`src/rtl/wall_layout_ctrl_pkg.sv`:
```
// Shared types, sizes and reset layout for the wall placement controller.
// Clamp helper is only referenced when WALL_CLAMP_EN is defined.
package wall_pkg;

    typedef enum logic [1:0] {
        IDLE,
        EDIT,
        PENDING,
        APPLY
    } state_t;

    typedef logic [9:0] coord_t;

    localparam int unsigned NUM_WALLS = 4;
    localparam int unsigned X_MAX     = 639;
    localparam int unsigned Y_MAX     = 479;
    localparam int unsigned HOR_W     = 64;
    localparam int unsigned HOR_H     = 32;
    localparam int unsigned VERT_W    = 32;
    localparam int unsigned VERT_H    = 64;

    localparam coord_t DEF_X [NUM_WALLS] = '{10'd50,  10'd400, 10'd320, 10'd600};
    localparam coord_t DEF_Y [NUM_WALLS] = '{10'd100, 10'd200, 10'd240, 10'd400};

    // Bit i set: wall i is horizontal (walls 1 and 3).
    localparam logic [NUM_WALLS-1:0] IS_HOR = 4'b0101;

    function automatic coord_t clamp_coord(input logic [1:0] idx, input logic is_y,
                                           input coord_t v);
        coord_t lim;
        if (is_y)
            lim = IS_HOR[idx] ? coord_t'(Y_MAX - HOR_H) : coord_t'(Y_MAX - VERT_H);
        else
            lim = IS_HOR[idx] ? coord_t'(X_MAX - HOR_W) : coord_t'(X_MAX - VERT_W);
        return (v > lim) ? lim : v;
    endfunction

endpackage

```
`src/rtl/wall_layout_ctrl_if.sv`:
```
// Board-side bundle: switches, buttons, frame strobe and wall coordinate outputs.
interface wall_layout_if;
    import wall_pkg::*;

    coord_t     SW;
    logic       edit_start;
    logic       load_x;
    logic       load_y;
    logic       next_wall;
    logic       commit;
    logic       abort;
    logic       frame_clk;
    coord_t     X1, X2, X3, X4;
    coord_t     Y1, Y2, Y3, Y4;
    logic [1:0] sel_wall;
    logic       editing;
    logic       pending;

    modport master (
        output SW, edit_start, load_x, load_y, next_wall, commit, abort, frame_clk,
        input  X1, X2, X3, X4, Y1, Y2, Y3, Y4, sel_wall, editing, pending
    );

    modport slave (
        input  SW, edit_start, load_x, load_y, next_wall, commit, abort, frame_clk,
        output X1, X2, X3, X4, Y1, Y2, Y3, Y4, sel_wall, editing, pending
    );
endinterface

```
`src/rtl/wall_layout_ctrl_sync_edge.sv`:
```
// Two-flop synchronizer followed by a rising-edge detector producing a one-cycle pulse.
module sync_edge (
    input  logic clk,
    input  logic rst_n,
    input  logic din,
    output logic pulse
);
    logic [2:0] sh;

    always_ff @(posedge clk or negedge rst_n) begin
        if (!rst_n) sh <= '0;
        else        sh <= {sh[1:0], din};
    end

    assign pulse = sh[1] & ~sh[2];
endmodule

```
`src/rtl/wall_layout_ctrl.sv`:
```
// Wall placement controller: shadow edits from SW/keys, applied to active walls at a frame edge.
// Optional macro WALL_CLAMP_EN saturates loaded coordinates to keep walls on screen.
module wall_layout_ctrl
    import wall_pkg::*;
(
    input  logic          Clk,
    input  logic          Reset_n,
    wall_layout_if.slave  bus
);
    logic p_start, p_lx, p_ly, p_next, p_commit, p_abort, p_frame;

    sync_edge u_start  (.clk(Clk), .rst_n(Reset_n), .din(bus.edit_start), .pulse(p_start));
    sync_edge u_lx     (.clk(Clk), .rst_n(Reset_n), .din(bus.load_x),     .pulse(p_lx));
    sync_edge u_ly     (.clk(Clk), .rst_n(Reset_n), .din(bus.load_y),     .pulse(p_ly));
    sync_edge u_next   (.clk(Clk), .rst_n(Reset_n), .din(bus.next_wall),  .pulse(p_next));
    sync_edge u_commit (.clk(Clk), .rst_n(Reset_n), .din(bus.commit),     .pulse(p_commit));
    sync_edge u_abort  (.clk(Clk), .rst_n(Reset_n), .din(bus.abort),      .pulse(p_abort));
    sync_edge u_frame  (.clk(Clk), .rst_n(Reset_n), .din(bus.frame_clk),  .pulse(p_frame));

    state_t     state, state_n;
    logic [1:0] sel, sel_n;
    coord_t     sx [NUM_WALLS];
    coord_t     sy [NUM_WALLS];
    coord_t     sx_n [NUM_WALLS];
    coord_t     sy_n [NUM_WALLS];
    coord_t     ax [NUM_WALLS];
    coord_t     ay [NUM_WALLS];
    coord_t     ld_x, ld_y;

`ifdef WALL_CLAMP_EN
    assign ld_x = clamp_coord(sel, 1'b0, bus.SW);
    assign ld_y = clamp_coord(sel, 1'b1, bus.SW);
`else
    assign ld_x = bus.SW;
    assign ld_y = bus.SW;
`endif

    always_ff @(posedge Clk or negedge Reset_n) begin
        if (!Reset_n) begin
            state <= IDLE;
            sel   <= '0;
            for (int unsigned i = 0; i < NUM_WALLS; i++) begin
                sx[i] <= DEF_X[i];
                sy[i] <= DEF_Y[i];
                ax[i] <= DEF_X[i];
                ay[i] <= DEF_Y[i];
            end
        end else begin
            state <= state_n;
            sel   <= sel_n;
            sx    <= sx_n;
            sy    <= sy_n;
            if (state == APPLY) begin
                ax <= sx;
                ay <= sy;
            end
        end
    end

    // Loads index with the current sel, so a same-cycle next_wall does not redirect them.
    always_comb begin
        state_n = state;
        sel_n   = sel;
        sx_n    = sx;
        sy_n    = sy;
        unique case (state)
            IDLE: if (p_start) begin
                state_n = EDIT;
                sel_n   = '0;
                sx_n    = ax;
                sy_n    = ay;
            end
            EDIT: begin
                if (p_lx)   sx_n[sel] = ld_x;
                if (p_ly)   sy_n[sel] = ld_y;
                if (p_next) sel_n = sel + 2'd1;
                if (p_abort) begin
                    state_n = IDLE;
                    sx_n    = ax;
                    sy_n    = ay;
                end else if (p_commit) begin
                    state_n = PENDING;
                end
            end
            PENDING: if (p_frame) state_n = APPLY;
            APPLY:   state_n = IDLE;
            default: state_n = IDLE;
        endcase
    end

    assign bus.X1       = ax[0];
    assign bus.X2       = ax[1];
    assign bus.X3       = ax[2];
    assign bus.X4       = ax[3];
    assign bus.Y1       = ay[0];
    assign bus.Y2       = ay[1];
    assign bus.Y3       = ay[2];
    assign bus.Y4       = ay[3];
    assign bus.sel_wall = sel;
    assign bus.editing  = (state == EDIT);
    assign bus.pending  = (state == PENDING) || (state == APPLY);
endmodule

```
`src/flat_wrapper.sv`:
```
// flat-port wrapper written by rule: the top's interface ports become plain ports
module wall_layout_ctrl_flat import wall_pkg::*;
  (Clk, Reset_n, bus_SW, bus_edit_start, bus_load_x, bus_load_y, bus_next_wall, bus_commit, bus_abort, bus_frame_clk, bus_X1, bus_X2, bus_X3, bus_X4, bus_Y1, bus_Y2, bus_Y3, bus_Y4, bus_sel_wall, bus_editing, bus_pending);
  wall_layout_if bus_i ();
  input  logic Clk;
  input  logic Reset_n;
  input wire logic [$bits(bus_i.SW)-1:0] bus_SW;
  input wire logic [$bits(bus_i.edit_start)-1:0] bus_edit_start;
  input wire logic [$bits(bus_i.load_x)-1:0] bus_load_x;
  input wire logic [$bits(bus_i.load_y)-1:0] bus_load_y;
  input wire logic [$bits(bus_i.next_wall)-1:0] bus_next_wall;
  input wire logic [$bits(bus_i.commit)-1:0] bus_commit;
  input wire logic [$bits(bus_i.abort)-1:0] bus_abort;
  input wire logic [$bits(bus_i.frame_clk)-1:0] bus_frame_clk;
  output wire logic [$bits(bus_i.X1)-1:0] bus_X1;
  output wire logic [$bits(bus_i.X2)-1:0] bus_X2;
  output wire logic [$bits(bus_i.X3)-1:0] bus_X3;
  output wire logic [$bits(bus_i.X4)-1:0] bus_X4;
  output wire logic [$bits(bus_i.Y1)-1:0] bus_Y1;
  output wire logic [$bits(bus_i.Y2)-1:0] bus_Y2;
  output wire logic [$bits(bus_i.Y3)-1:0] bus_Y3;
  output wire logic [$bits(bus_i.Y4)-1:0] bus_Y4;
  output wire logic [$bits(bus_i.sel_wall)-1:0] bus_sel_wall;
  output wire logic [$bits(bus_i.editing)-1:0] bus_editing;
  output wire logic [$bits(bus_i.pending)-1:0] bus_pending;
  assign bus_i.SW = bus_SW;
  assign bus_i.edit_start = bus_edit_start;
  assign bus_i.load_x = bus_load_x;
  assign bus_i.load_y = bus_load_y;
  assign bus_i.next_wall = bus_next_wall;
  assign bus_i.commit = bus_commit;
  assign bus_i.abort = bus_abort;
  assign bus_i.frame_clk = bus_frame_clk;
  assign bus_X1 = bus_i.X1;
  assign bus_X2 = bus_i.X2;
  assign bus_X3 = bus_i.X3;
  assign bus_X4 = bus_i.X4;
  assign bus_Y1 = bus_i.Y1;
  assign bus_Y2 = bus_i.Y2;
  assign bus_Y3 = bus_i.Y3;
  assign bus_Y4 = bus_i.Y4;
  assign bus_sel_wall = bus_i.sel_wall;
  assign bus_editing = bus_i.editing;
  assign bus_pending = bus_i.pending;
  wall_layout_ctrl u_core (.Clk(Clk), .Reset_n(Reset_n), .bus(bus_i));
endmodule
```
`config.mk`:
```
export PLATFORM = sky130hd
export DESIGN_NAME = wall_layout_ctrl_flat
export DESIGN_NICKNAME = d
export VERILOG_FILES = /design/src/rtl/wall_layout_ctrl_pkg.sv /design/src/rtl/wall_layout_ctrl_if.sv /design/src/rtl/wall_layout_ctrl_sync_edge.sv /design/src/rtl/wall_layout_ctrl.sv /design/src/flat_wrapper.sv
export SDC_FILE = /design/constraint.sdc
export NUM_CORES = 1
export LEC_CHECK = 0
export CAP_MARGIN = 15
export CORE_UTILIZATION = 55
export DETAILED_ROUTE_END_ITERATION = 10
export MAX_ROUTING_LAYER = met4
export PLACE_DENSITY = 0.79
export SLEW_MARGIN = 20
export SYNTH_ARGS = -nofsm -noshare
export SYNTH_HDL_FRONTEND = slang
export SYNTH_SLANG_ARGS = --single-unit
```
`constraint.sdc`:
```
create_clock -name Clk -period 4.61 [get_ports Clk]
set_input_delay 0.6915 -clock Clk [delete_from_list [all_inputs] [get_ports Clk]]
set_output_delay 0.6915 -clock Clk [all_outputs]
set_load 0.005 [all_outputs]
```
==> Implementation_results.wiki, run 1 <==
{| class="wikitable"
! Metric !! Value
|-
| Run status || complete, but fails checks
|-
| Violated checks || DRC
|-
| Global routing met2 resource utilization || a little over two fifths
|-
| Yosys synthesis warning count || 0
|-
| Initial antenna violation count || 0
|-
| Total of max-cap violations || 0
|-
| Worst slew margin relative to its limit || between 20% and 30%
|-
| Vert. Die Dim || 125 µm
|-
| Most utilized layer in the global route result || met2
|-
| Clock power frac || between 20 and 25%
|-
| Global routing met3 resource utilization || under 10%
|-
| TritonCTS clock tree || built
|-
| Remaining antenna violation count after routing || 0
|-
| Final hold slack || ~0.35 ns
|-
| Met1 track demand over resource || 40.7%
|-
| Placed wire-length estimate after detailed placement || 12500 µm
|-
| Synth unique cells || 31
|-
| Site Rows || 44
|-
| Maximum number of pins on one net before global-route repair || between 100 and 150
|-
| Setup TNS Final || 0 ns
|-
| Fin. Hold Viols || 0
|-
| Ratio of total power to cell area || between 700 and 800 mW/mm²
|-
| Layout area overhead || 18.8%
|-
| Pins over their slew limit || 0
|-
| Vias in the first global route || 6161
|-
| Category of the worst setup path capture point || output port
|-
| Setup Fix Bufs, Post-CTS || 0
|-
| Worst hold path type || flop to flop
|-
| Slew at the pin closest to its max-slew limit || between 1 and 1.5 ns
|-
| Static leakage || roughly 3.8 nW
|-
| Sequential cell area || ~0.0047 mm²
|-
| Fraction of layout instances using a drive strength above 1 || between 20% and 30%
|-
| Clk pin slew, worst setup/hold paths || roughly 0.07 ns
|-
| Area of the core region || approximately 0.015 mm²
|-
| Shortest clock period the worst path allows after layout || around 2.8 ns
|-
| IO Port Bufs || roughly 100
|-
| Most area-hungry cell type in the Yosys netlist || sky130_fd_sc_hd__dfrtp_1
|-
| Wire length per cell after detailed routing || ~24 µm
|-
| Total wire length || ~22000 µm
|-
| Final Wtd Congestion || 0.839
|-
| Filler-free cell count of the finished design || between 900 and 1k
|-
| Initial DRC count || 723
|-
| Switching share of total power || 32.9%
|-
| Cell Count Post-Placement || approximately 880
|-
| PostCTS Resize Cnt || 0
|-
| Net count of the mapped netlist || a little under 700
|-
| Final worst-path setup slack || 1.83 ns
|-
| FMAX || approximately 360 MHz
|-
| Top area cells in the synthesized netlist || sky130_fd_sc_hd__dfrtp_1, sky130_fd_sc_hd__dfstp_2, sky130_fd_sc_hd__mux2_2, sky130_fd_sc_hd__a2111oi_0, sky130_fd_sc_hd__a31oi_1
|-
| Worst setup SP type || flop
|-
| Top-Level Pins || 103
|-
| Final #Nets || 740
|-
| DIE WIDTH || 125 µm
|-
| Count of unresolved DRC violations after routing || 16
|-
| GR Util All Layers || slightly below 30%
|-
| Portion of the post-synthesis area used by sequential elements || a little under three fifths
|-
| Number of buffers inserted during clock tree synthesis || 17
|-
| Required time of the critical path || slightly below 4 ns
|-
| Sw Pwr || ~2.4 mW
|-
| Synth Instances || between 600 and 700
|-
| Internal power component || 4.82 mW
|-
| Antenna Diode Count || 0
|-
| Setup clock skew after layout || a little over 0.008 ns
|-
| Data arrival time of the critical path || 2.09 ns
|-
| Setup violations, final || 0
|-
| Clk_lat worst skew || between 0.4 and 0.5 ns
|-
| Power share of the combinational group || about a third
|-
| Sequential share of power || 42.7%
|-
| Multi-input logic area || roughly 0.0032 mm²
|-
| Via density per instance || roughly 7.1
|-
| Synthesized area per cell || 12.4 µm²
|-
| Clock root buffer || sky130_fd_sc_hd__clkbuf_16
|-
| Total grt overflow || 0
|-
| Effective utilization at floorplan || around 57%
|-
| Worst Path Max Fanout || 22
|-
| Number of buffers on the longest clock path || 2
|-
| Overall die area || 0.0156 mm²
|-
| Total standard cell area after synthesis || 0.00833 mm²
|-
| Number of vias in the routed layout || approximately 6.4k
|-
| Max IR drop VDD || around 0.00036 V
|-
| RSZ-0062 raised after global routing || no
|-
| Placement-stage worst setup slack || 2.24 ns
|-
| Number of search-and-repair iterations in the first detailed-routing pass || 9
|-
| Register bit total from synthesis || 185
|-
| Core utilization of the finished layout || between 60% and 70%
|-
| Hold bufs inserted after CTS || 0
|-
| H-Tree Depth || 4
|-
| Count of clock tree sinks || ~190
|-
| Number of fill cells in the layout || approximately 1k
|-
| Final worst path period share || about three fifths
|-
| Share of the synthesized area in the top cell type || ~41%
|-
| Global-route wire length before repair || 34500 µm
|-
| Type of the worst setup path || flop to output port
|}
layout by cell type (no fill, tap or decap), types with 2 or more instances in the layout:
cell type and count:
sky130_fd_sc_hd__a31oi_1 78, sky130_fd_sc_hd__bufinv_16 4, sky130_fd_sc_hd__nand2b_1 2, sky130_fd_sc_hd__clkdlybuf4s50_1 101, sky130_fd_sc_hd__inv_1 4, sky130_fd_sc_hd__a211o_1 8
sky130_fd_sc_hd__inv_6 3, sky130_fd_sc_hd__o21ai_0 82, sky130_fd_sc_hd__buf_4 8, sky130_fd_sc_hd__dfstp_2 50, sky130_fd_sc_hd__and4bb_4 2, sky130_fd_sc_hd__nand4_1 40
sky130_fd_sc_hd__a31oi_2 2, sky130_fd_sc_hd__ha_1 3, sky130_fd_sc_hd__a2111oi_1 4, sky130_fd_sc_hd__a22o_1 3, sky130_fd_sc_hd__clkinvlp_4 3, sky130_fd_sc_hd__a2111oi_0 67
sky130_fd_sc_hd__nor2b_1 5, sky130_fd_sc_hd__clkinv_4 2, sky130_fd_sc_hd__clkbuf_16 17, sky130_fd_sc_hd__mux2_2 81, sky130_fd_sc_hd__clkbuf_8 3, sky130_fd_sc_hd__dfrtp_1 135
sky130_fd_sc_hd__a2111oi_2 9
sequential cells by signal, summed over array words and instances (netlist names), 10 cells and up, named ones only:
| name | cells |
|---|---|
| u_core.sx | 40 |
| u_core.bus.Y4 | 10 |
| u_core.bus.X3 | 10 |
| u_core.bus.Y3 | 10 |
| u_core.bus.X4 | 10 |
| u_core.bus.Y2 | 10 |
| u_core.bus.Y1 | 10 |
| u_core.sy | 40 |
| u_core.bus.X1 | 10 |
| u_core.bus.X2 | 10 |
cell families after synthesis:
group | synth area share, %
AOI/OAI and AO/OA | 21.6
DFF | 56.4
buffers and inverters | 5.65
muxes | 11.0
and+or+nand+nor | 4.82
adders and majority gates | 0.601
cells in the mapped netlist (all sizes together):
library cell,instances
mux2,81
nor4b,1
a22o,3
nor2b,6
nor4bb,1
nand3,1
nand2,2
nand2b,3
and4bb,2
buf,45
a31oi,80
clkbuf,40
a2bb2oi,1
o32ai,1
a211o,8
nor3b,1
dfrtp,135
inv,4
a2111oi,80
nand4,40
ha,4
o21ai,82
dfstp,50
and3b,1
worst max-delay path, cell delays in order, from the launching register on:
cell	delay [ns]
sky130_fd_sc_hd__dfrtp_1	0.89
sky130_fd_sc_hd__nand2b_2	0.11
sky130_fd_sc_hd__inv_1	0.14
sky130_fd_sc_hd__clkdlybuf4s50_1	0.51
layout make-up:
cell class	count	share of cell area [%]
clock buffers	19	4.58
clock inverters	13	1.93
inverters	4	0.152
multi-input cells	398	32.4
flip-flops and latches	185	47.4
well taps	184	2.33
repair buffers	111	11.2
through the flow:
step	power [mW]	area [µm²]
5_1_grt	7.56	9890
3_5_place_dp	5.56	9240
2_1_floorplan	4.39	8330
3_3_place_gp	5.43	9240
4_1_cts	7.17	9880
6_report	7.18	9890
path summary, 6_finish.rpt:
check	from	end	slack [ns]	depth (start not counted)
min in group asynchronous	Reset_n	u_core.sy[13]	0.38	1
setup reg to reg	u_core.state[0]	u_core.sx[5]	2.14	4
setup / recovery	u_core.state[0]	bus_editing	1.83	3
hold / removal	u_core.u_start.sh[0]	u_core.u_start.sh[1]	0.35	0
max in group asynchronous	Reset_n	u_core.sx[31]	3.27	2
hold reg to reg	u_core.u_start.sh[0]	u_core.u_start.sh[1]	0.35	0
power groups by stage:
stage	registers (mW)	logic (mW)	clock network [mW]
4_1_cts	3.05	2.52	1.60
3_5_place_dp	3.07	2.49	0
6_report	3.07	2.52	1.59
5_1_grt	3.15	2.73	1.67
3_3_place_gp	3.02	2.41	0
2_1_floorplan	2.91	1.48	0
per-layer routing:
metal | vias up | wire [µm] | share of wire, %
li1 | 2772 | - | -
met1 | 3302 | 9130 | 42
met2 | 322 | 10200 | 47
met3 | 52 | 1730 | 8.0
met4 | 0 | 581 | 2.7
met5 | - | 0 | 0
Power figures use the tool's default switching activity.
==> run 2: changes to the inputs <==
--- a/config.mk
+++ b/config.mk
@@ -6,10 +6,10 @@
 export NUM_CORES = 1
 export LEC_CHECK = 0
 export CAP_MARGIN = 15
-export CORE_UTILIZATION = 55
+export CORE_UTILIZATION = 50
 export DETAILED_ROUTE_END_ITERATION = 10
 export MAX_ROUTING_LAYER = met4
-export PLACE_DENSITY = 0.79
+export PLACE_DENSITY = 0.76
 export SLEW_MARGIN = 20
 export SYNTH_ARGS = -nofsm -noshare
 export SYNTH_HDL_FRONTEND = slang
==> constraint.sdc (replaced) <==
create_clock -name Clk -period 2.3 [get_ports Clk]
set_input_delay 0.345 -clock Clk [delete_from_list [all_inputs] [get_ports Clk]]
set_output_delay 0.345 -clock Clk [all_outputs]
set_load 0.005 [all_outputs]
==> run 2 against run 1 <==
Against the previous run:
- non-clock buffer count rose by 19
- die area rose by 9.8%
- final area rose by 2.5%
- critical path depth did not move
- largest power group unchanged
- flip-flop and latch count did not move
- clock power rose by 96%
- first-iteration DRC count rose by 18%
- the run now ends clean
==> Implementation_results.wiki, run 2 (synthesis results as in run 1) <==
{| class="wikitable"
! Metric !! Value
|-
| Run status || completed
|-
| Number of buffers inserted during clock tree synthesis || 17 (unchanged)
|-
| Effective utilization at floorplan || 51.8% (-5.0 points)
|-
| RSZ-0062 raised after global routing || no
|-
| Internal power component || 9.73 mW (+100%)
|-
| DIE WIDTH || 131 µm (+4.8%)
|-
| Clk pin slew, worst setup/hold paths || 0.07 ns (about the same)
|-
| Cell-by-cell listing of the critical path || nand2b_2 > inv_1 > clkdlybuf4s50_1
|-
| Most used cells in the layout excluding fill and tap cells || sky130_fd_sc_hd__dfrtp_1, sky130_fd_sc_hd__clkdlybuf4s50_1, sky130_fd_sc_hd__o21ai_0
|-
| Number of fill cells in the layout || 1169 (+14%)
|-
| Clock power frac || 21.5% (-0.7 points)
|-
| Family of cells with the greatest summed delay on the critical path || buffers and inverters
|-
| Final total power || 14.6 mW (+100%)
|-
| Sw Pwr || 4.83 mW (+100%)
|-
| Via density per instance || 6.70 (-5.0%)
|-
| Static leakage || 3.88 nW (+3.3%)
|-
| TritonCTS clock tree || built
|-
| Total wire length || 22000 µm (+1.7%)
|-
| Worst hold path type || primary input to flop
|-
| Instance area after placement || 0.00950 mm² (+2.8%)
|-
| Leading cell type in the layout, fill and taps excluded || sky130_fd_sc_hd__dfrtp_1
|-
| Number of buffers on the longest clock path || 2 (unchanged)
|-
| Vert. Die Dim || 131 µm (+4.8%)
|-
| GR Util All Layers || 27.8% (-1.5 points)
|-
| Setup Fix Bufs, Post-CTS || 0 (unchanged)
|-
| Overall die area || 0.0172 mm² (+9.8%)
|-
| Fraction of layout instances using a drive strength above 1 || 28.0% (+1.7 points)
|-
| Area of the core region || 0.0161 mm² (+9.7%)
|-
| Remaining antenna violation count after routing || 0 (unchanged)
|-
| Clock root buffer || sky130_fd_sc_hd__clkbuf_16
|-
| Initial antenna violation count || 0 (unchanged)
|-
| Final std cell area, no fill || 0.0101 mm² (+2.5%)
|-
| Count of unresolved DRC violations after routing || 0 (-16)
|-
| Site Rows || 46 (+4.5%)
|-
| Setup clock skew after layout || 0.0103 ns (+0.00206 ns)
|-
| Final worst path period share || between 90% and 100%
|-
| Total grt overflow || 0 (unchanged)
|-
| Placed wire-length estimate after detailed placement || 13800 µm (+11%)
|-
| Top-Level Pins || 103 (unchanged)
|-
| Worst setup SP type || flop
|-
| Setup TNS Final || 0 ns (unchanged)
|-
| Switching share of total power || 33.2% (+0.29 points)
|-
| Wire length per cell after detailed routing || 22.8 µm (-3.7%)
|-
| Max IR drop VDD || 0.000643 V (+79%)
|-
| Global-route wire length before repair || 34800 µm (+0.80%)
|-
| Worst Path Max Fanout || 12 (-45%)
|-
| WP buf/inv || 2 (unchanged)
|-
| Shortest clock period the worst path allows after layout || around 2.2 ns
|-
| Antenna Diode Count || 0 (unchanged)
|-
| Pins over their slew limit || 0 (unchanged)
|-
| IO Port Bufs || 102 (unchanged)
|-
| Slew at the pin closest to its max-slew limit || 0.657 ns (-0.457 ns)
|-
| Count of clock tree sinks || 185 (unchanged)
|-
| Multi-input logic area || 0.00320 mm² (-0.35%)
|-
| H-Tree Depth || 4 (unchanged)
|-
| Sequential share of power || 42.6% (about the same)
|-
| Layout area overhead || 21.7%
|-
| Final #Nets || 759 (+2.6%)
|-
| Initial DRC count || 851 (+18%)
|-
| Sequential cell area || 0.00469 mm² (about the same)
|-
| Cell Count Post-Placement || 932 (+5.7%)
|-
| Category of the worst setup path capture point || output port
|-
| Fin. Hold Viols || 0 (unchanged)
|-
| Required time of the critical path || 1.96 ns (-1.96 ns)
|-
| Crit-path max cell delay || 0.52 ns (-0.37 ns)
|-
| Placement-stage worst setup slack || 0.277 ns (-1.97 ns)
|-
| Vias in the first global route || 6316 (+2.5%)
|-
| Final worst-path setup slack || 0.111 ns (-1.72 ns)
|-
| Worst slew margin relative to its limit || 56.1% (+30 points)
|-
| Largest registers ranked by flip-flop count || u_core.sx x40, u_core.sy x40
|-
| Critical-path cell with the highest stage delay || sky130_fd_sc_hd__clkdlybuf4s50_1
|-
| Number of vias in the routed layout || 6468 (+0.31%)
|-
| Filler-free cell count of the finished design || 965 (+5.6%)
|-
| Clk_lat worst skew || 0.44 ns (about the same)
|-
| Final Wtd Congestion || 0.835 (-0.47%)
|-
| Type of the worst setup path || flop to output port
|-
| Ratio of total power to cell area || 1440 mW/mm² (+98%)
|-
| Number of search-and-repair iterations in the first detailed-routing pass || 6 (-3)
|-
| Total of max-cap violations || 0 (unchanged)
|-
| Data arrival time of the critical path || 1.84 ns (-0.25 ns)
|-
| Power share of the combinational group || 35.9% (+0.8 points)
|-
| Maximum number of pins on one net before global-route repair || 82 (-29%)
|-
| FMAX || 457 MHz
|-
| Setup violations, final || 0 (unchanged)
|}
[run 2: changes by cell type in the layout (fill, tap and decap cells not counted), sizes merged]
cell and change:
inv -1, clkinv +2, clkbuf -2, dlygate4sd3 +1, buf +19
[run 2: worst reg2reg max path, cell delays in order (launching register included)]
cell and delay, ns:
sky130_fd_sc_hd__dfrtp_1 0.48, sky130_fd_sc_hd__inv_1 0.10, sky130_fd_sc_hd__ha_1 0.20, sky130_fd_sc_hd__and3b_1 0.29, sky130_fd_sc_hd__buf_4 0.24, sky130_fd_sc_hd__a2111oi_0 0.51
sky130_fd_sc_hd__a31oi_1 0.11
[run 2: area by class of cell]
type,instances,share of cell area [%]
inverter,4,0.148
tap,216,2.67
sequential,185,46.3
timing repair buffer,130,13.2
clock inverter,14,1.94
clock buffer,18,4.23
multi-input combinational,398,31.5
[run 2: what timing repair did]
| action | in CTS | in global routing |
|---|---|---|
| endpoints found under the setup margin | 0 | 1 |
| hold buffers | 1 | 0 |
| endpoints found under the hold margin | 32 | 0 |
| gates resized for setup | 0 | 2 |
[run 2: power groups by stage]
stage,registers [mW],clock network [mW],logic [mW]
2_1_floorplan,5.83,0,2.96
3_3_place_gp,6.13,0,4.97
3_5_place_dp,6.20,0,5.16
4_1_cts,6.17,3.15,5.22
5_1_grt,6.37,3.27,5.72
6_report,6.21,3.12,5.23
[run 2: worst paths after layout]
path / cells after the start / to / slack [ns] / from
worst max-delay path: 3 / bus_editing / 0.11 / flop
worst min-delay path: 1 / u_core.u_frame.sh[0] / 0.34 / bus_frame_clk
worst max register to register: 6 / u_core.sx[26] / 0.23 / u_core.bus.sel_wall[1]
worst min register to register: 0 / u_core.u_commit.sh[1] / 0.35 / u_core.u_commit.sh[0]
max in group asynchronous: 3 / u_core.sy[26] / 1.08 / Reset_n
min in group asynchronous: 2 / u_core.bus.Y3[2] / 0.44 / Reset_n
[run 2: per-stage QoR]
| step | hold slack, ns | utilization [%] |
|---|---|---|
| 6_report | 0.339 | 63.1 |
| 5_1_grt | 0.333 | 63.1 |
| 4_1_cts | 0.332 | 63.1 |
| 3_5_place_dp | 0.335 | 59.1 |
| 3_3_place_gp | 0.333 | 59.1 |
| 2_1_floorplan | 0.0494 | - |
[run 2: per-layer routing]
layer  GRT usage, %  part of all wire, %  up-vias
li1               -                    -     2803
met1           37.6                   43     3251
met2           39.7                   46      360
met3           7.61                  8.8       54
met4           11.4                  2.6        0
met5              -                    0        -
==> run 3: changes to the inputs <==
--- a/config.mk
+++ b/config.mk
@@ -10,6 +10,7 @@
 export DETAILED_ROUTE_END_ITERATION = 10
 export MAX_ROUTING_LAYER = met4
 export PLACE_DENSITY = 0.76
+export REMOVE_ABC_BUFFERS = 1
 export SLEW_MARGIN = 20
 export SYNTH_ARGS = -nofsm -noshare
 export SYNTH_HDL_FRONTEND = slang
==> run 3 against run 2 <==
Against the previous run:
- clock skew shrank 0.0033 ns
- critical path depth stayed put
- largest cell class unchanged
- register-to-register slack lost 0.03 ns
- hold slack improved by 0.0047 ns
- critical path type unchanged
- utilization increased by 0.62 points
- first-iteration DRC count is 8.3% lower
- global-route usage up 0.64 points
- total power increased by 1.7%
- flip-flop and latch count did not move
- via count up 1.3%
- combinational power is 2% higher
- non-clock buffer count increased by 8
==> Implementation_results.wiki, run 3 (synthesis results as in run 1) <==
{| class="wikitable"
! Metric !! Value
|-
| Worst slew margin relative to its limit || 47.9% (-8.2 points)
|-
| Total wire length || 22300 µm (+1.5%)
|-
| Layout area overhead || 22.9%
|-
| Setup slack of the worst register-to-register path || 0.20 ns (-0.03 ns)
|-
| Number of buffers on the longest clock path || 2 (unchanged)
|-
| Effective utilization at floorplan || 51.8% (unchanged)
|-
| Pins over their slew limit || 0 (unchanged)
|-
| TritonCTS clock tree || built
|-
| Category of the worst setup path capture point || output port
|-
| Number of vias in the routed layout || 6555 (+1.3%)
|-
| Final hold slack || 0.344 ns (+0.00467 ns)
|-
| Antenna Diode Count || 0 (unchanged)
|-
| H-Tree Depth || 4 (unchanged)
|-
| Worst setup SP type || flop
|-
| Setup TNS Final || 0 ns (unchanged)
|-
| FMAX || 456 MHz (-0.11%)
|-
| Instance area after placement || 0.00952 mm² (+0.18%)
|-
| Site Rows || 46 (unchanged)
|-
| Fin. Hold Viols || 0 (unchanged)
|-
| Total grt overflow || 0 (unchanged)
|-
| Type of the worst setup path || flop to output port
|-
| Remaining antenna violation count after routing || 0 (unchanged)
|-
| Final std cell area, no fill || 0.0102 mm² (+0.97%)
|-
| Max IR drop VDD || 0.000750 V (+17%)
|-
| Final #Nets || 767 (+1.1%)
|-
| Reg-to-reg critical path endpoint || u_core.sy[22]
|-
| Vert. Die Dim || 131 µm (unchanged)
|-
| Setup violations, final || 0 (unchanged)
|-
| Placed wire-length estimate after detailed placement || 13600 µm (-1.1%)
|-
| Clock root buffer || sky130_fd_sc_hd__clkbuf_16
|-
| Initial antenna violation count || 0 (unchanged)
|-
| GR Util All Layers || 28.5% (+0.64 points)
|-
| Count of unresolved DRC violations after routing || 0 (unchanged)
|-
| Static leakage || 3.94 nW (+1.4%)
|-
| Worst hold path type || primary input to flop
|-
| DIE WIDTH || 131 µm (unchanged)
|-
| Overall die area || 0.0172 mm² (unchanged)
|-
| Largest registers ranked by flip-flop count || u_core.sx x40, u_core.sy x40
|-
| Shortest clock period the worst path allows after layout || 2.19 ns (+0.00250 ns)
|-
| Run status || completed
|-
| Wire length per cell after detailed routing || 22.9 µm (+0.65%)
|-
| IO Port Bufs || 102 (unchanged)
|-
| End of the critical path || bus_editing
|-
| Fraction of layout instances using a drive strength above 1 || 28.7% (+0.63 points)
|-
| Most used cells in the layout excluding fill and tap cells || sky130_fd_sc_hd__dfrtp_1, sky130_fd_sc_hd__clkdlybuf4s50_1, sky130_fd_sc_hd__o21ai_0
|-
| Worst Path Max Fanout || 8 (-4)
|-
| Cell Count Post-Placement || 936 (+0.43%)
|-
| Ratio of total power to cell area || 1450 mW/mm² (+0.73%)
|-
| Filler-free cell count of the finished design || 973 (+0.83%)
|-
| Required time of the critical path || 1.96 ns (about the same)
|-
| Number of cells on the worst reg-to-reg path || 5 (-1)
|-
| Number of search-and-repair iterations in the first detailed-routing pass || 5 (-1)
|-
| RSZ-0062 raised after global routing || no
|-
| Setup clock skew after layout || 0.00695 ns (-0.00331 ns)
|-
| Count of clock tree sinks || 185 (unchanged)
|-
| Area of the core region || 0.0161 mm² (unchanged)
|-
| Total of max-cap violations || 0 (unchanged)
|-
| Clk pin slew, worst setup/hold paths || 0.07 ns (about the same)
|-
| Data arrival time of the critical path || 1.85 ns (about the same)
|-
| Via density per instance || 6.74 (+0.51%)
|-
| Top-Level Pins || 103 (unchanged)
|-
| Maximum number of pins on one net before global-route repair || 82 (unchanged)
|-
| Leading cell type in the layout, fill and taps excluded || sky130_fd_sc_hd__dfrtp_1
|-
| Number of buffers inserted during clock tree synthesis || 17 (unchanged)
|-
| Slew at the pin closest to its max-slew limit || 0.781 ns (+0.124 ns)
|-
| Reg-to-reg critical path startpoint || u_core.bus.sel_wall[1]
|-
| Initial DRC count || 780 (-8.3%)
|-
| Core utilization of the finished layout || 63.7% (+0.62 points)
|-
| Final Wtd Congestion || 0.838 (+0.42%)
|-
| Clk_lat worst skew || 0.44 ns (about the same)
|-
| Final worst path period share || 95.3% (+0.11 points)
|-
| Global-route wire length before repair || 35300 µm (+1.4%)
|-
| Vias in the first global route || 6485 (+2.7%)
|}
==> run 3: changes by cell type in the layout (fill, tap and decap cells not counted), sizes merged <==
cell / previous run / this run
inv: 6 / 5
clkinv: 5 / 1
buf: 28 / 36
bufinv: 4 / 6
clkbuf: 18 / 21
==> run 3: power by group <==
part           internal, mW  switching (mW)
combinational          2.87            2.44
clock                  2.10            1.23
sequential             5.06            1.10
==> run 3: through the flow <==
stage	setup slack [ns]	total power, mW
finish	0.109	14.8
global route	0.0480	15.6
global placement	0.306	11.1
CTS	0.0490	14.8
detailed placement	0.194	11.4
floorplan	-4.78	8.58
==> run 3: area by class of cell <==
class | instances | area, µm²
clock buffers | 21 | 460
clock inverters | 11 | 216
fillers | 1183 | 5820
inverters | 4 | 15.0
multi-input cells | 398 | 3200
flip-flops and latches | 185 | 4690
well taps | 216 | 270
repair buffers | 138 | 1380
==> run 3: timing repair <==
item | 4_1_cts | 5_1_grt
hold buffers | 1 | 0
gates resized for setup | 2 | 0
endpoints found under the hold margin | 39 | 0
setup buffers | 0 | 4
setup endpoints to repair | 1 | 1
==> run 3: layer usage <==
layer	share of wire, %	up-vias	global-route usage (%)	routed length, µm
li1	-	2816	-	-
met1	39	3312	35.5	8780
met2	49	363	43.0	10900
met3	8.3	64	7.41	1860
met4	3.2	0	14.5	718
met5	0	-	-	0
==> run 3: worst max-delay path, stage by stage (launching register included) <==
cell and delay, ns:
sky130_fd_sc_hd__dfrtp_2 0.48, sky130_fd_sc_hd__nand2b_2 0.21, sky130_fd_sc_hd__inv_1 0.17, sky130_fd_sc_hd__clkdlybuf4s50_1 0.54
==> run 3: how the worst min path moves through the flow <==
stage,start,end,slack (ns),cells past startpoint
final,bus_commit,u_core.u_commit.sh[0],0.34,1
after global routing,bus_load_y,u_core.u_ly.sh[0],0.34,1
after global placement,Reset_n,u_core.bus.Y1[1],0.33,1
after CTS,bus_commit,u_core.u_commit.sh[0],0.33,1
after floorplan,Reset_n,asynchronous set/reset pin,0.05,0
after detailed placement,Reset_n,u_core.bus.Y1[1],0.34,1
